**src/rtl/sw_result_collector_pkg.sv**
```systemverilog
// ============================================================================
//  Module   : sw_result_collector_pkg
//  Purpose  : Shared widths, default FIFO depth and FSM state encodings for
//             the Smith-Waterman result collector.
//             CALC_BIT / MAX_T_NUM_BIT may be predefined by the build;
//             otherwise the defaults below apply.
//             Optional feature macro: SW_RESULT_CHECK_EN (see top module).
//  Revision : 1.0  initial release
// ============================================================================
`ifndef SW_RESULT_COLLECTOR_PKG_SV
`define SW_RESULT_COLLECTOR_PKG_SV

`default_nettype none

`ifndef CALC_BIT
`define CALC_BIT 16
`endif

`ifndef MAX_T_NUM_BIT
`define MAX_T_NUM_BIT 4
`endif

`ifndef SW_FIFO_DEPTH
`define SW_FIFO_DEPTH 4
`endif

`ifndef SW_ST_IDLE
`define SW_ST_IDLE  2'd0
`define SW_ST_RUN   2'd1
`define SW_ST_DRAIN 2'd2
`define SW_ST_DONE  2'd3
`endif

package sw_result_collector_pkg;

    // Score width, target index width and target count width (one extra bit
    // so a query that scored every possible target can report the full count)
    localparam int c_calc_w         = `CALC_BIT;
    localparam int c_t_w            = `MAX_T_NUM_BIT;
    localparam int c_cnt_w          = `MAX_T_NUM_BIT + 1;
    localparam int c_fifo_depth_def = `SW_FIFO_DEPTH;

    typedef enum logic [1:0] {
        ST_IDLE  = `SW_ST_IDLE,
        ST_RUN   = `SW_ST_RUN,
        ST_DRAIN = `SW_ST_DRAIN,
        ST_DONE  = `SW_ST_DONE
    } state_t;

endpackage

`default_nettype wire

`endif

```
**src/rtl/sw_rec_fifo.sv**
```systemverilog
// ============================================================================
//  Module   : sw_rec_fifo
//  Purpose  : Small synchronous FIFO for per-query records. Head entry is
//             read directly from storage (no bypass from write side).
//             Full/empty are distinguished by an extra pointer MSB.
//  Revision : 1.0  initial release
// ============================================================================
`default_nettype none

module sw_rec_fifo #(
    parameter int WIDTH = 8,
    parameter int DEPTH = 4
) (
    input  logic             clk,
    input  logic             rst_n,
    input  logic             clr,
    input  logic             push,
    input  logic             pop,
    input  logic [WIDTH-1:0] wdata,
    output logic [WIDTH-1:0] rdata,
    output logic             full,
    output logic             empty
);

    localparam int c_aw = $clog2(DEPTH);

    logic [c_aw:0]      r_wptr;
    logic [c_aw:0]      r_rptr;
    logic [WIDTH-1:0]   r_mem [DEPTH];
    logic               w_do_push;
    logic               w_do_pop;

    assign empty = (r_wptr == r_rptr);
    assign full  = (r_wptr[c_aw] != r_rptr[c_aw]) &&
                   (r_wptr[c_aw-1:0] == r_rptr[c_aw-1:0]);

    // A full FIFO still accepts a write when the head leaves in the same cycle
    assign w_do_pop  = pop & ~empty;
    assign w_do_push = push & (~full | w_do_pop);

    assign rdata = r_mem[r_rptr[c_aw-1:0]];

    // Pointer update; clear discards everything buffered
    always_ff @(posedge clk or negedge rst_n) begin
        if (!rst_n) begin
            r_wptr <= '0;
            r_rptr <= '0;
        end else if (clr) begin
            r_wptr <= '0;
            r_rptr <= '0;
        end else begin
            if (w_do_push) r_wptr <= r_wptr + 1'b1;
            if (w_do_pop)  r_rptr <= r_rptr + 1'b1;
        end
    end

    // Storage; zeroed on reset so the head outputs read 0 while in reset
    always_ff @(posedge clk or negedge rst_n) begin
        if (!rst_n) begin
            for (int i = 0; i < DEPTH; i++) r_mem[i] <= '0;
        end else if (w_do_push && !clr) begin
            r_mem[r_wptr[c_aw-1:0]] <= wdata;
        end
    end

endmodule

`default_nettype wire

```
**src/rtl/sw_result_collector.sv**
```systemverilog
// ============================================================================
//  Module   : sw_result_collector
//  Purpose  : Collects per-query best-match results from a SmithWaterman core
//             into a record FIFO, tracks target/query indices and reports
//             run completion, overflow and (optionally) a best-score check.
//             Optional feature macro: SW_RESULT_CHECK_EN -- when defined the
//             module recomputes the per-query best score/index from result_i
//             and flags disagreement on check_err_o; otherwise check_err_o=0.
//  Revision : 1.0  initial release
// ============================================================================
`default_nettype none

module sw_result_collector
    import sw_result_collector_pkg::*;
#(
    parameter int FIFO_DEPTH = c_fifo_depth_def,
    parameter int Q_IDX_BIT  = 8
) (
    input  logic                  clk,
    input  logic                  rst_n,
    input  logic                  start_i,
    input  logic                  busy_i,
    input  logic                  valid_i,
    input  logic [c_calc_w-1:0]   result_i,
    input  logic                  change_q_i,
    input  logic [c_t_w-1:0]      match_idx_i,
    input  logic [c_calc_w-1:0]   max_result_i,
    output logic                  rec_valid_o,
    input  logic                  rec_ready_i,
    output logic [Q_IDX_BIT-1:0]  rec_q_idx_o,
    output logic [c_t_w-1:0]      rec_t_idx_o,
    output logic [c_calc_w-1:0]   rec_score_o,
    output logic [c_cnt_w-1:0]    rec_t_cnt_o,
    output logic                  done_o,
    output logic                  overflow_o,
    output logic                  check_err_o
);

    localparam int c_rec_w = Q_IDX_BIT + c_t_w + c_calc_w + c_cnt_w;

    state_t                 r_state;
    logic [c_t_w-1:0]       r_t_idx;
    logic [Q_IDX_BIT-1:0]   r_q_idx;
    logic                   r_seen_busy;
    logic                   r_overflow;
    logic                   r_done;

    logic                   w_clr;
    logic                   w_run_valid;
    logic                   w_push;
    logic                   w_pop;
    logic                   w_drop;
    logic                   w_full;
    logic                   w_empty;
    logic [c_cnt_w-1:0]     w_t_cnt;
    logic [c_rec_w-1:0]     w_wdata;
    logic [c_rec_w-1:0]     w_rdata;

    // A new run may only begin from IDLE or DONE
    assign w_clr       = start_i && (r_state == ST_IDLE || r_state == ST_DONE);
    assign w_run_valid = valid_i && (r_state == ST_RUN);
    assign w_push      = w_run_valid && change_q_i;
    assign w_pop       = rec_valid_o && rec_ready_i;
    assign w_drop      = w_push && w_full && !w_pop;
    assign w_t_cnt     = {1'b0, r_t_idx} + 1'b1;
    assign w_wdata     = {r_q_idx, match_idx_i, max_result_i, w_t_cnt};

    sw_rec_fifo #(
        .WIDTH (c_rec_w),
        .DEPTH (FIFO_DEPTH)
    ) u_fifo (
        .clk   (clk),
        .rst_n (rst_n),
        .clr   (w_clr),
        .push  (w_push),
        .pop   (w_pop),
        .wdata (w_wdata),
        .rdata (w_rdata),
        .full  (w_full),
        .empty (w_empty)
    );

    assign rec_valid_o = !w_empty;
    assign {rec_q_idx_o, rec_t_idx_o, rec_score_o, rec_t_cnt_o} = w_rdata;
    assign done_o      = r_done;
    assign overflow_o  = r_overflow;

    // Run-control FSM with target/query counters and sticky overflow flag
    always_ff @(posedge clk or negedge rst_n) begin
        if (!rst_n) begin
            r_state     <= ST_IDLE;
            r_t_idx     <= '0;
            r_q_idx     <= '0;
            r_seen_busy <= 1'b0;
            r_overflow  <= 1'b0;
            r_done      <= 1'b0;
        end else begin
            case (r_state)
                ST_IDLE, ST_DONE: begin
                    if (start_i) begin
                        r_state     <= ST_RUN;
                        r_t_idx     <= '0;
                        r_q_idx     <= '0;
                        r_seen_busy <= 1'b0;
                        r_overflow  <= 1'b0;
                        r_done      <= 1'b0;
                    end
                end
                ST_RUN: begin
                    // busy low only ends the run once the core has been seen busy
                    if (busy_i) begin
                        r_seen_busy <= 1'b1;
                    end else if (r_seen_busy) begin
                        r_state <= ST_DRAIN;
                    end
                    if (w_run_valid) begin
                        if (change_q_i) begin
                            r_t_idx <= '0;
                            r_q_idx <= r_q_idx + 1'b1;
                            if (w_drop) r_overflow <= 1'b1;
                        end else begin
                            r_t_idx <= r_t_idx + 1'b1;
                        end
                    end
                end
                ST_DRAIN: begin
                    if (w_empty) begin
                        r_state <= ST_DONE;
                        r_done  <= 1'b1;
                    end
                end
                default: begin
                    r_state <= ST_IDLE;
                end
            endcase
        end
    end

`ifdef SW_RESULT_CHECK_EN
    logic [c_calc_w-1:0]    r_run_max;
    logic [c_t_w-1:0]       r_run_idx;
    logic                   r_check_err;
    logic                   w_take;
    logic [c_calc_w-1:0]    w_best_max;
    logic [c_t_w-1:0]       w_best_idx;

    // Strictly greater replaces the running best, so ties keep the earlier index
    always_comb begin
        w_take     = (result_i > r_run_max);
        w_best_max = w_take ? result_i : r_run_max;
        w_best_idx = w_take ? r_t_idx  : r_run_idx;
    end

    // Running best per query, compared against the core's report at query end
    always_ff @(posedge clk or negedge rst_n) begin
        if (!rst_n) begin
            r_run_max   <= '0;
            r_run_idx   <= '0;
            r_check_err <= 1'b0;
        end else if (w_clr) begin
            r_run_max   <= '0;
            r_run_idx   <= '0;
            r_check_err <= 1'b0;
        end else if (w_run_valid) begin
            if (change_q_i) begin
                if (w_best_max != max_result_i || w_best_idx != match_idx_i) begin
                    r_check_err <= 1'b1;
                end
                r_run_max <= '0;
                r_run_idx <= '0;
            end else begin
                r_run_max <= w_best_max;
                r_run_idx <= w_best_idx;
            end
        end
    end

    assign check_err_o = r_check_err;
`else
    logic w_unused_result;

    // result_i only feeds the optional checker
    assign w_unused_result = ^result_i;
    assign check_err_o     = 1'b0;
`endif

endmodule

`default_nettype wire

```
**config.mk**
```make
export PLATFORM = sky130hd
export DESIGN_NAME = sw_result_collector
export DESIGN_NICKNAME = d
export VERILOG_FILES = /design/src/rtl/sw_result_collector_pkg.sv /design/src/rtl/sw_rec_fifo.sv /design/src/rtl/sw_result_collector.sv
export SDC_FILE = /design/constraint.sdc
export NUM_CORES = 1
export LEC_CHECK = 0
export ABC_AREA = 1
export CAP_MARGIN = 30
export CORE_UTILIZATION = 45
export DETAILED_ROUTE_END_ITERATION = 6
export GPL_ROUTABILITY_DRIVEN = 1
export PLACE_DENSITY = 0.64
export SETUP_SLACK_MARGIN = 0.05
export SLEW_MARGIN = 20
export SYNTH_ARGS = -nofsm -noshare
export SYNTH_HDL_FRONTEND = slang
export SYNTH_SLANG_ARGS = --single-unit
```
**constraint.sdc**
```tcl
create_clock -name clk -period 2.1 [get_ports clk]
set_input_delay 0.42 -clock clk [delete_from_list [all_inputs] [get_ports clk]]
set_output_delay 0.42 -clock clk [all_outputs]
set_load 0.005 [all_outputs]
```
==> results.md <==
- Syn nets: between 900 and 1,000
- Core area: between 15,000 and 20,000 µm²
- Worst setup SP type: flip-flop
- First-pass GRT wire length: roughly 33 mm
- Die W: 129 µm
- Layout cells sized above 1: between 15 and 20%
- Drt pass-1 iters: 5
- Most common cell after layout, fill and taps aside: nand2_1
- Status: finished, final reports clean
- CP required: around 1700 ps
- FP Rows: 46
- Most frequent CP cell: nand2_4
- YS warnings: 0
- I/O Buffers: between 60 and 70
- Clock sink count: around 160
- Area Overhead vs Synth: 27.5%
- DR DRC count: 0
- Overflow after GRT: 0
- Synth Area per Inst: between 7 and 8 µm²
- Mapped Area: around 7300 µm²
- PnR worst setup slack: 27.0 ps
- Worst Path Class, Setup: flip-flop to primary output
- Net count reported at finish: 1,068
- RSZ-0062 raised after global routing: true
- I/O Pins: 80
- # Max-Cap Violations: 0
- Final Hold Fails: 0
- Max FO, Critical Path: 13
- Total track usage: about a quarter
- Vias per cell: approximately 5.2
- Mapped Cells: around 940
- Sum of negative setup slack: 0 ps
- Drt first-iter violations: 503
- Synthesized flop and latch total: between 150 and 200
- Inserted Clock Buffers: 17
- Initial Util: a little under half
- Slew Limit Fails: 0
- Routability cong.: roughly 0.80
- Crit-path cells: buf_6 > buf_16 > nand2_4 > nand2_4 > nor2_4 > nand2_2 > buf_2
- Die Footprint: 16,700 µm²
- Distinct cell type count after synthesis: 26
- TritonCTS clock tree: done
- Crit-path slowest cell: dfrtp_2
- Leakage power: roughly 5 nW
- Cell area after placement: ~8400 µm²
- Die Height: approximately 130 µm
- Clock latency on the worst-skew pair: about 430 ps
- Total Routed Length: approximately 20 mm
- Tcrit/Tclk final: 98.7%
- Largest net degree at the start of global routing: 40
- Max VDD drop: 0.819 mV
- H-Tree Depth: 4
- Setup crit end kind: primary output
- Clk_skew: just over 7 ps
- Dpl ws: 90.3 ps
- Final Critical Period: 2070 ps
- Number of global-route vias before repair: 6,217
- Root buffer cell: clkbuf_16
- # setup viols final: 0
- Highest-count cells in the layout ignoring fill and taps: nand2_1, dfrtp_1, nor2_1
- Power Dens Cells: between 1000 and 1500 nW/µm²
- Initial antenna violation count: 0
- Vias post-DR: 6,465
- Routed Antenna Nets: 0
- Arrival time at the worst endpoint: 1650 ps
- Post-DR wirelength/cell: 16.3 µm
- Final HPWL DP: roughly 11 mm
- Clock Path Buffers: 2
- Hold Path Class: input port to asynchronous set/reset pin
- Max incr delay on CP: 460 ps
- # diodes: 0
- Finished Cell Area: 9300 µm²
- Reg clk slew, reported paths: approximately 60 ps
- Max Clk Rate: 482 MHz
- Sequential element share of the synthesized area: 53.2%
-- flip-flops by register name, indices dropped and copies added, names as in the netlist --
register	cells
u_fifo.r_wptr	3
r_state	2
u_fifo.r_rptr	3
r_q_idx	8
overflow_o	1
done_o	1
r_seen_busy	1
r_t_idx	4
u_fifo.r_mem	132
-- power by group --
group | internal [mW] | total [mW] | switching, mW | leakage [nW]
registers | 3.90 | 4.53 | 0.629 | 2.07
clock network | 1.76 | 3.00 | 1.24 | 0.265
logic | 2.63 | 5.82 | 3.20 | 2.55
total | 8.29 | 13.4 | 5.07 | 4.88
-- worst max-delay path, delay by kind of cell (launching register included) --
kind                   cells  cell delay (ps)
flip-flops                 1              460
buffers and inverters      3              460
AND/OR/NAND/NOR            4              310
-- per-layer routing --
metal	track usage, %	up-vias	wire length [µm]	part of all wire [%]
li1	-	3123	-	-
met1	34.8	3132	9170	45
met2	42.8	180	9830	48
met3	5.20	30	1030	5.1
met4	7.54	0	301	1.5
met5	0	-	0	0
-- cell type report --
cell class	instances	area, µm²
Inverter	31	121
Timing Repair Buffer	114	1250
Clock buffer	24	492
Fill cell	1390	6530
Tap cell	216	270
Sequential cell	155	3880
Multi-Input combinational cell	697	3200
Clock inverter	8	85.1
-- logic make-up (layout without fill, tap and decap cells) --
family	Yosys count	after routing	synth area share [%]
buf+inv	85	177	5.32
xor+xnor	4	4	0.480
flops	155	155	53.2
compound gates	115	115	8.56
fa+ha+maj	9	9	1.54
other cells	1	1	0.0514
simple gates	568	568	30.9
-- stage by stage --
stage	utilization (%)	hold WS, ps	cells	power (mW)
finish	58.7	470	1245	13.4
global route	58.7	492	1245	14.2
CTS	58.1	476	1242	13.2
detailed placement	52.8	358	1195	9.57
global placement	52.8	364	1195	9.51
floorplan	-	124	937	7.23
-- worst paths after layout --
kind                                   from  slack (ps)           endpoint  cells after the start
setup / recovery           u_fifo.r_rptr[0]          30        rec_valid_o                      7
hold / removal                        rst_n         470    u_fifo.r_mem[9]                      2
setup reg to reg           u_fifo.r_rptr[0]         120   u_fifo.r_mem[25]                     13
hold reg to reg            u_fifo.r_mem[83]         480   u_fifo.r_mem[83]                      2
max in group asynchronous             rst_n        1020  u_fifo.r_mem[128]                      3
min in group clk           u_fifo.r_mem[83]         480   u_fifo.r_mem[83]                      2
-- Yosys cell counts (all sizes together) --
cell type	count	share of area, %
o21ai	76	5.2
o22ai	34	2.9
conb	1	0.051
nor3	1	0.069
buf	28	2.4
inv	31	1.6
a21oi	3	0.21
nand3	19	1.5
xor2	4	0.48
nand4	12	1.0
ha	9	1.5
o21a	1	0.10
a31o	1	0.12
nor2	81	4.7
nand2	453	23
dfrtp	155	53
clkbuf	26	1.3
or2	2	0.17
-- timing repair --
action	CTS	global route
setup buffers	8	2
resized for setup	216	17
pin swaps	23	9
hold buffers	1	0
hold endpoints to repair	34	0
gates cloned	6	1
endpoints found under the setup margin	34	32
Note: power is estimated with default switching activity, not from simulation.
